`config.mk`:
```
export PLATFORM = sky130hd
export DESIGN_NAME = usb_hub_repeater_ctrl
export DESIGN_NICKNAME = d
export VERILOG_FILES = /design/src/rtl/usb_hub_pkg.sv /design/src/rtl/usb_eop_detect.sv /design/src/rtl/usb_hub_repeater_ctrl.sv
export SDC_FILE = /design/constraint.sdc
export NUM_CORES = 1
export LEC_CHECK = 0
export ABC_AREA = 1
export ABC_CLOCK_PERIOD_IN_PS = 1800
export CAP_MARGIN = 20
export CORE_MARGIN = 10
export CORE_UTILIZATION = 40
export CTS_BUF_LIST = sky130_fd_sc_hd__clkbuf_8
export DETAILED_ROUTE_END_ITERATION = 10
export PLACE_DENSITY_LB_ADDON = 0.1
export SLEW_MARGIN = 40
export SYNTH_ARGS = -nofsm -noshare
export SYNTH_HDL_FRONTEND = slang
export SYNTH_SLANG_ARGS = --single-unit
```
`constraint.sdc`:
```
create_clock -name hi_clock -period 1.8 [get_ports hi_clock]
set_input_delay 0.54 -clock hi_clock [delete_from_list [all_inputs] [get_ports hi_clock]]
set_output_delay 0.54 -clock hi_clock [all_outputs]
set_load 0.005 [all_outputs]
```
`src/rtl/usb_hub_pkg.sv`:
```
// Shared definitions for the USB hub repeater controller: line-state codes and
// the controller state encoding exposed on ctrl_state.
package usb_hub_pkg;

  localparam logic [1:0] LINE_SE0 = 2'b00;
  localparam logic [1:0] LINE_K   = 2'b01;
  localparam logic [1:0] LINE_J   = 2'b10;
  localparam logic [1:0] LINE_SE1 = 2'b11;

  typedef enum logic [2:0] {
    ST_IDLE        = 3'd0,
    ST_DOWN        = 3'd1,
    ST_UP          = 3'd2,
    ST_EOP_J       = 3'd3,
    ST_BABBLE_WAIT = 3'd4
  } ctrl_state_e;

endpackage

```
`src/rtl/usb_eop_detect.sv`:
```
// Watches the currently selected source line: qualifies end-of-packet (long SE0
// followed by J) and reports when J has been held for a full bit time.
module usb_eop_detect
  import usb_hub_pkg::*;
#(
  parameter int CLKS_PER_BIT = 4
) (
  input  logic       clk,
  input  logic       rst_n,
  input  logic       run,
  input  logic [1:0] line,
  output logic       eop,
  output logic       j_run_done
);

  localparam int SE0_MIN = 2 * CLKS_PER_BIT;
  localparam int SE0_W   = $clog2(SE0_MIN + 1);
  localparam int J_W     = $clog2(CLKS_PER_BIT + 1);

  logic [SE0_W-1:0] se0_cnt;
  logic [J_W-1:0]   j_cnt;

  // Both counters hold the run length of the cycles before the current one;
  // they restart whenever the controller is not watching a source line.
  always_ff @(posedge clk or negedge rst_n) begin
    if (!rst_n) begin
      se0_cnt <= '0;
      j_cnt   <= '0;
    end else if (!run) begin
      se0_cnt <= '0;
      j_cnt   <= '0;
    end else begin
      if (line == LINE_SE0) begin
        if (se0_cnt != '1) se0_cnt <= se0_cnt + SE0_W'(1);
      end else begin
        se0_cnt <= '0;
      end
      if (line == LINE_J) begin
        if (j_cnt != '1) j_cnt <= j_cnt + J_W'(1);
      end else begin
        j_cnt <= '0;
      end
    end
  end

  assign eop        = run && (line == LINE_J) && (se0_cnt >= SE0_W'(SE0_MIN));
  assign j_run_done = run && (line == LINE_J) && (j_cnt >= J_W'(CLKS_PER_BIT - 1));

endmodule

```
`src/rtl/usb_hub_repeater_ctrl.sv`:
```
// Full-speed hub repeater direction controller: picks the packet source on SOP,
// steers drive enables, generates the EOP J hold and isolates babbling ports.
module usb_hub_repeater_ctrl
  import usb_hub_pkg::*;
#(
  parameter int NUM_USB_DEVICES = 2,
  parameter int CLKS_PER_BIT    = 4,
  parameter int MAX_PKT_CLKS    = 36000,
  localparam int DEV_IDX_W      = (NUM_USB_DEVICES > 1) ? $clog2(NUM_USB_DEVICES) : 1
) (
  input  logic                         hi_clock,
  input  logic                         hi_reset_n,
  input  logic [NUM_USB_DEVICES-1:0]   port_enable,
  input  logic [1:0]                   host_line,
  input  logic [2*NUM_USB_DEVICES-1:0] dev_line,
  output logic                         dir_up,
  output logic [DEV_IDX_W-1:0]         dev_sel,
  output logic                         host_drive_en,
  output logic [NUM_USB_DEVICES-1:0]   dev_drive_en,
  output logic [NUM_USB_DEVICES-1:0]   babble_err,
  output logic                         busy,
  output logic [2:0]                   ctrl_state
);

  localparam int LEN_W = $clog2(MAX_PKT_CLKS + 1);
  localparam int EOP_W = $clog2(CLKS_PER_BIT + 1);

  ctrl_state_e                state;
  logic [LEN_W-1:0]           len_cnt;
  logic [EOP_W-1:0]           eop_cnt;
  logic [NUM_USB_DEVICES-1:0] eligible;
  logic                       up_hit;
  logic [DEV_IDX_W-1:0]       up_sel;
  logic [1:0]                 sel_line;
  logic [1:0]                 src_line;
  logic                       sel_en;
  logic                       det_run;
  logic                       eop;
  logic                       j_run_done;
  logic                       leave;

  always_comb begin
    eligible = port_enable & ~babble_err;
    up_hit   = 1'b0;
    up_sel   = '0;
    sel_line = LINE_J;
    sel_en   = 1'b0;
    // Descending scan so the lowest-numbered port showing K wins.
    for (int i = NUM_USB_DEVICES - 1; i >= 0; i--) begin
      if (eligible[i] && (dev_line[2*i +: 2] == LINE_K)) begin
        up_hit = 1'b1;
        up_sel = DEV_IDX_W'(i);
      end
    end
    for (int i = 0; i < NUM_USB_DEVICES; i++) begin
      if (DEV_IDX_W'(i) == dev_sel) begin
        sel_line = dev_line[2*i +: 2];
        sel_en   = port_enable[i];
      end
    end
    src_line = (state == ST_DOWN) ? host_line : sel_line;
    det_run  = (state == ST_DOWN) || (state == ST_UP) || (state == ST_BABBLE_WAIT);
    // Losing the upstream source port abandons the transfer outright.
    leave = (!sel_en && ((state == ST_UP) || (state == ST_BABBLE_WAIT) ||
                         ((state == ST_EOP_J) && dir_up))) ||
            ((state == ST_EOP_J) && (eop_cnt == EOP_W'(CLKS_PER_BIT - 1))) ||
            ((state == ST_BABBLE_WAIT) && j_run_done);
  end

  usb_eop_detect #(
    .CLKS_PER_BIT(CLKS_PER_BIT)
  ) u_eop_detect (
    .clk       (hi_clock),
    .rst_n     (hi_reset_n),
    .run       (det_run),
    .line      (src_line),
    .eop       (eop),
    .j_run_done(j_run_done)
  );

  always_ff @(posedge hi_clock or negedge hi_reset_n) begin
    if (!hi_reset_n) begin
      state         <= ST_IDLE;
      dir_up        <= 1'b0;
      dev_sel       <= '0;
      host_drive_en <= 1'b0;
      dev_drive_en  <= '0;
      babble_err    <= '0;
      busy          <= 1'b0;
      len_cnt       <= '0;
      eop_cnt       <= '0;
    end else begin
      for (int i = 0; i < NUM_USB_DEVICES; i++) begin
        if (!port_enable[i]) babble_err[i] <= 1'b0;
      end
      if (leave) begin
        state         <= ST_IDLE;
        busy          <= 1'b0;
        dir_up        <= 1'b0;
        host_drive_en <= 1'b0;
        dev_drive_en  <= '0;
        len_cnt       <= '0;
        eop_cnt       <= '0;
      end else begin
        case (state)
          ST_IDLE: begin
            len_cnt <= '0;
            eop_cnt <= '0;
            if (host_line == LINE_K) begin
              state         <= ST_DOWN;
              busy          <= 1'b1;
              dir_up        <= 1'b0;
              host_drive_en <= 1'b0;
              dev_drive_en  <= eligible;
            end else if (up_hit) begin
              state         <= ST_UP;
              busy          <= 1'b1;
              dir_up        <= 1'b1;
              dev_sel       <= up_sel;
              host_drive_en <= 1'b1;
              dev_drive_en  <= '0;
            end
          end
          ST_DOWN: begin
            dev_drive_en <= eligible;
            if (eop) state <= ST_EOP_J;
          end
          ST_UP: begin
            if (eop) begin
              state <= ST_EOP_J;
            end else if (len_cnt == LEN_W'(MAX_PKT_CLKS - 1)) begin
              state         <= ST_BABBLE_WAIT;
              host_drive_en <= 1'b0;
              for (int i = 0; i < NUM_USB_DEVICES; i++) begin
                if (DEV_IDX_W'(i) == dev_sel) babble_err[i] <= 1'b1;
              end
            end else begin
              len_cnt <= len_cnt + LEN_W'(1);
            end
          end
          ST_EOP_J: begin
            eop_cnt <= eop_cnt + EOP_W'(1);
          end
          ST_BABBLE_WAIT: begin
            state <= ST_BABBLE_WAIT;
          end
          default: begin
            state         <= ST_IDLE;
            busy          <= 1'b0;
            dir_up        <= 1'b0;
            host_drive_en <= 1'b0;
            dev_drive_en  <= '0;
          end
        endcase
      end
    end
  end

  assign ctrl_state = state;

endmodule

```
==> results.toml, run 1 <==
[placed_design]
dp_hpwl_mm = 5.354
port_buffers = 20
routabilityCongestion = 0.8700
place_inst = 504

[clock_tree]
clkTransAtPathRegs_ns = 0.07
clkLatencyLatePin_ns = 0.29
clock_path_buffers = 2
cts_num_sinks = 37
hold_buffers = 0
cts_made_buffers = 5
cts_tree = "yes"
cts-root-buf = "clkbuf_8"
h-tree-depth = 2

[critical_path]
path_max_fanout = 4
worst_setup_path_start_kind = "flop"
cp-end-kind = "flop"
cp.arrival_ns = 2.02
critical_path_required_ns = 2.01
worstRegToRegCells = 11
r2r_slack_ns = -0.02
rr_endpoint = "ctrl_state[2]"
critPathKind = "flop to flop"
reg2reg_from = "ctrl_state[1]"

[hold_path]
hold_class = "input pin to asynchronous set/reset pin"

[cells_and_area]
layout_common_cells = "95 x nand2_1, 56 x buf_4, 43 x nor2_1"
final_common_cell = "nand2_1"
nets = 474
n_antenna_cell = 0
area_delta_synth_final_pct = 42.66
layoutNonFillerInstCount = 534
drive_gt1_frac = 0.3567

[global_routing]
grtUsageTotal = 0.1391
overflow = 0
grt_pass1_wl_mm = 11.81
grt_pass1_vias = 2582
grt_max_degree = 18
antenna_found_initial = 0

[sta]
slew_headroom = 0.7267
finalHoldViolCount = 0
final_max_slew_viol_count = 0
fmax_mhz = 550.1
finalWorstSetupSlack_ns = -0.01782
post-route-period-util = 1.010
min_period_ns = 1.818
fin_skew_ns = 0.007738
setup_viol = 6
worst_slew_pin_slew_ns = 0.4064
rsz0062_at_grt = "true"

[status]
status = "finished with violations"
violations = "setup timing"

[detailed_routing]
postRouteAntennaNets = 0
drtPass1Iterations = 4
wl_mm = 7.140
vias_per_cell = 4.951
drt_iter0_markers = 75
vias = 2644
avgRoutedWirePerCell_um = 13.37
post-route-drc-count = 0

[synth]
synth_area_um2 = 2666
synth-seq-area-share = 0.3473
ys_warn_count = 0
ys_ff_latch = 37
syn_avg_cell_area_um2 = 7.325
synth_cell_type_count = 38
syn-num-nets = 382
syn_inst = 364

[floorplanning]
core_area_um2 = 6422
initial_core_util = 0.4152
die_w_um = 101.6
rows = 29
die_h_um = 101.6
die_area_um2 = 10330
io_pins = 21

[flow_run]
maxCapViolCount = 0

[power]
power_leakage_uw = 0.001888
ir_drop_uv = 573.8
power.density_nw_per_um2 = 1275
power_uw = 4848
-- critical path, stage by stage, from the launching register on --
cell     delay (ns)
dfrtp_2        0.42
buf_6          0.14
nor2_4         0.15
buf_6          0.13
nand3_2        0.06
nand2_2        0.11
buf_6          0.11
nand4_1        0.16
nand2_1        0.17
nor2_4         0.07
buf_6          0.11
nor3_4         0.11
-- report_power, final --
group	internal, µW	total (µW)	switching, µW	leakage [µW]
logic	1530	3220	1690	0.00134
clock network	263	564	301	0.0000491
registers	966	1060	96.6	0.000501
total	2760	4850	2080	0.00189
-- cell usage after synthesis (all sizes together) --
| cell type | number | share of area |
|---|---|---|
| a211oi | 2 | 0.0056 |
| a21boi | 1 | 0.0070 |
| a21oi | 4 | 0.0075 |
| and3 | 1 | 0.0023 |
| buf | 7 | 0.028 |
| dfrtp | 37 | 0.35 |
| ha | 8 | 0.038 |
| inv | 36 | 0.053 |
| mux2i | 1 | 0.0038 |
| nand2 | 122 | 0.20 |
| nand3 | 33 | 0.084 |
| nand3b | 1 | 0.0028 |
| nand4 | 13 | 0.036 |
| nor2 | 56 | 0.084 |
| nor3 | 8 | 0.017 |
| nor4 | 3 | 0.0070 |
| o211ai | 1 | 0.0028 |
| o21ai | 20 | 0.049 |
| o31ai | 1 | 0.0028 |
| or2 | 1 | 0.0023 |
| xnor2 | 2 | 0.0066 |
| xor2 | 6 | 0.020 |
-- sequential cells by signal, indices dropped and copies added, names as in the netlist --
register / cells
u_eop_detect.j_cnt: 3
dir_up: 1
len_cnt: 16
eop_cnt: 3
busy: 1
babble_err: 2
dev_sel: 1
host_drive_en: 1
ctrl_state: 3
u_eop_detect.se0_cnt: 4
dev_drive_en: 2
-- cell families (layout without fill, tap and decap cells) --
group,after synthesis,count (layout),share of synthesized area
adders and majority gates,8,8,0.03754
xor gates and xnor gates,8,8,0.02628
buffers and inverters,43,136,0.08025
DFF,37,37,0.3473
and+or+nand+nor,238,238,0.4303
AOI/OAI and AO/OA,29,29,0.07462
muxes,1,1,0.003754
-- per-layer routing --
layer	part of all wire	track usage	up-vias	wire, µm
li1	-	-	1363	-
met1	0.44	0.1647	1219	3130
met2	0.49	0.2425	51	3502
met3	0.052	0.03268	11	370
met4	0.019	0.04400	0	136
met5	0	0	-	0
-- metrics by stage --
stage | util | setup slack [ns] | area, µm² | TNS, ns | hold slack (ns)
after floorplan | - | 0.1200 | 2666 | 0 | 0.2444
after global placement | 0.5133 | -0.4982 | 3297 | -12.22 | 0.4586
after detailed placement | 0.5133 | -0.4679 | 3297 | -12.24 | 0.4610
after CTS | 0.5443 | 0.001781 | 3496 | 0 | 0.1658
after global routing | 0.5922 | -0.1233 | 3804 | -2.652 | 0.1812
final | 0.5922 | -0.01782 | 3804 | -0.07593 | 0.1578
-- cell type report --
type,instances,area [µm²]
multi-input cells,284,1712
fillers,608,2619
well taps,77,96.34
clock inverters,3,13.76
repair buffers,92,840.8
clock buffers,5,68.82
flip-flops and latches,37,929.6
inverters,36,142.6
-- how the worst max path moves through the flow --
stage	cells past startpoint	startpoint	endpoint
floorplan	13	u_eop_detect.j_cnt[0]	len_cnt[7]
global placement	10	port_enable[0]	dev_drive_en[1]
detailed placement	10	port_enable[0]	dev_drive_en[0]
CTS	12	ctrl_state[2]	len_cnt[9]
global route	12	ctrl_state[1]	len_cnt[4]
finish	11	ctrl_state[1]	ctrl_state[2]
-- repair_timing --
action | 4_1_cts | 5_1_grt
pin swaps | 9 | 30
gates resized for setup | 28 | 55
endpoints found under the hold margin | 0 | 0
buffers inserted | 10 | 12
endpoints found under the setup margin | 32 | 30
gates cloned | 0 | 1
Note: power is estimated with default switching activity, not from simulation.
==> run 2, diff against run 1 <==
- SYNTH_HIERARCHICAL: not set -> 1
==> results.toml, run 2 <==
[status]
status = "finished with violations"
violations = "setup timing"

[sta]
fin_skew_ns = 0.008502
worst_slew_pin_slew_ns = 0.4844
finalWorstSetupSlack_ns = -0.1714
post-route-period-util = 1.095
finalHoldViolCount = 0
fmax_mhz = 507.3
setup_viol = 30
min_period_ns = 1.971
slew_headroom = 0.6770
rsz0062_at_grt = "true"
fin_tns_setup_ns = -3.903
final_max_slew_viol_count = 0

[synth]
ys_warn_count = 6
syn_avg_cell_area_um2 = 7.020
synth_area_leaders = "dfrtp_1 37%, nand2_1 16%, nor2_1 7.2%"
synth_top_area_share = 0.3694
synth_cell_type_count = 30
synth_top_area_cell = "dfrtp_1"
syn-num-nets = 375
ys_top_cells_by_count = "109 x nand2_1, 48 x nor2_1, 37 x dfrtp_1"
synthFlopType = "dfrtp_1"
post-synth-top-count-cell = "nand2_1"
synth-async-reset-ratio = 1.000
synth_edf_count = 0
synth-seq-area-share = 0.3694
ys_ff_latch = 37
syn_inst = 357
synth_area_um2 = 2506

[power]
power_leakage_uw = 0.001735
ir_drop_uv = 632.0
p_seq_frac = 0.221
power_frac_clock = 0.178
internal-power_uw = 2868
p_switching_uw = 2012
switching_share = 0.4123
power.density_nw_per_um2 = 1309
comb_power_share = 0.601

[cells_and_area]
n_antenna_cell = 0
area_delta_synth_final_pct = 48.78
n_fill_cell = 539
nets = 460
reg_top3 = "len_cnt: 16 flops, u_eop_detect/se0_cnt: 4 flops"
drive_gt1_frac = 0.3409
final_common_cell = "nand2_1"
largest_register_ffs = 16
fin_area_um2 = 3729
layout_common_cells = "97 x nand2_1, 47 x buf_4, 38 x nor2_1"
largest_register = "len_cnt"

[critical_path]
cp-end-kind = "flop"
critPathKind = "flop to flop"
worst_setup_path_start_kind = "flop"
path_max_fanout = 5
cp.arrival_ns = 2.15
critical_path_required_ns = 1.98

[global_routing]
grt_max_degree = 21
grtUsageTotal = 0.1369
antenna_found_initial = 0
grt_pass1_wl_mm = 11.41
grt_pass1_vias = 2577
overflow = 0

[floorplanning]
initial_core_util = 0.4183
io_pins = 21
die_w_um = 99.16
die_area_um2 = 9832
rows = 28
core_area_um2 = 5991
die_h_um = 99.16

[flow_run]
maxCapViolCount = 0

[clock_tree]
cts_num_sinks = 37
h-tree-depth = 2
cts_tree = "yes"
cts-root-buf = "clkbuf_8"
clkLatencyLatePin_ns = 0.30
cts_made_buffers = 5
clkTransAtPathRegs_ns = 0.08
clock_path_buffers = 2

[hold_path]
hold_class = "input pin to asynchronous set/reset pin"

[placed_design]
port_buffers = 20
dp_hpwl_mm = 4.836
dpl_cell_area_um2 = 3152
routabilityCongestion = 0.8356

[detailed_routing]
vias = 2581
vias_per_cell = 4.983
postRouteAntennaNets = 0
drtPass1Iterations = 4
post-route-drc-count = 0
wl_mm = 7.005
avgRoutedWirePerCell_um = 13.52
drt_iter0_markers = 83
==> run 2: cell types whose count changed after synthesis, sizes merged, moves of 2 or more <==
cell,before,now
nor4,3,0
nor2,56,53
a211oi,2,0
a21oi,4,8
xor2,6,4
nand4,13,10
o21bai,0,2
nor3b,0,3
nand2,122,120
nand3,33,36
==> run 2: area by class of cell <==
cell class	instances	area [µm²]	share of cell area
multi-input cells	278	1668	0.4473
well taps	75	93.84	0.02517
clock inverters	3	65.06	0.01745
inverters	37	143.9	0.03859
clock buffers	5	68.82	0.01846
repair buffers	83	760.7	0.2040
flip-flops and latches	37	928.4	0.2490
==> run 2: final timing paths <==
path	start	to	slack [ns]	depth (start not counted)
max	ctrl_state[1]	ctrl_state[0]	-0.17	16
min	hi_reset_n	ctrl_state[2]	0.19	1
max reg2reg	ctrl_state[1]	ctrl_state[0]	-0.17	16
min reg2reg	dev_drive_en[1]	dev_drive_en[1]	0.48	2
max in group asynchronous	hi_reset_n	len_cnt[15]	1.13	2
min in group hi_clock	dev_drive_en[1]	dev_drive_en[1]	0.48	2
==> run 2: routing by layer <==
| layer | part of all wire | vias up | GRT usage |
|---|---|---|---|
| met1 | 0.43 | 1210 | 0.1540 |
| met3 | 0.038 | 7 | 0.02907 |
| li1 | - | 1321 | - |
| met4 | 0.010 | 0 | 0.04300 |
| met2 | 0.52 | 43 | 0.2500 |
| met5 | 0 | - | 0 |
==> run 2: worst max-delay path, cell delays in order (launching register included) <==
cell      delay (ns)
dfrtp_1         0.41
nor2_4          0.13
nand2_4         0.09
o211ai_1        0.11
o21ai_2         0.09
inv_2           0.09
nand3_4         0.08
a21oi_2         0.13
nand3_2         0.11
o21ai_4         0.11
inv_4           0.09
nand3_4         0.09
nand2_4         0.07
inv_4           0.08
nand2_2         0.07
nand2_1         0.06
nand2_1         0.05
==> run 2: cell families (layout without fill, tap and decap cells) <==
| group | Yosys count | after routing | synth area share |
|---|---|---|---|
| compound gates | 31 | 31 | 0.08338 |
| buf+inv | 43 | 128 | 0.07738 |
| simple gates | 233 | 234 | 0.4124 |
| xor+xnor | 5 | 5 | 0.01747 |
| flops | 37 | 37 | 0.3694 |
| fa+ha+maj | 8 | 8 | 0.03994 |
==> run 2: power groups by stage <==
| stage | registers (µW) | clock network [µW] | logic [µW] |
|---|---|---|---|
| after floorplan | 1100 | 0 | 1220 |
| after global placement | 1090 | 0 | 2100 |
| after detailed placement | 1090 | 0 | 2110 |
| after CTS | 1070 | 892 | 2450 |
| after global routing | 1100 | 918 | 3170 |
| final | 1080 | 869 | 2930 |
==> run 2: metrics by stage <==
| stage | hold slack (ns) | utilization | std cells | total power (µW) | setup WS [ns] |
|---|---|---|---|---|---|
| floorplan | 0.2444 | - | 357 | 2321 | -0.2391 |
| global placement | 0.4541 | 0.5261 | 489 | 3187 | -0.6646 |
| detailed placement | 0.4579 | 0.5261 | 489 | 3194 | -0.7032 |
| CTS | 0.2005 | 0.5825 | 513 | 4421 | -0.1770 |
| global route | 0.2158 | 0.6224 | 518 | 5181 | -0.3095 |
| finish | 0.1933 | 0.6224 | 518 | 4880 | -0.1714 |
==> run 2: timing repair <==
item	in CTS	in global routing
endpoints found under the setup margin	33	34
gates resized for setup	31	47
setup buffers	16	6
hold buffers	0	0
pin swaps	12	25
gates cloned	0	2
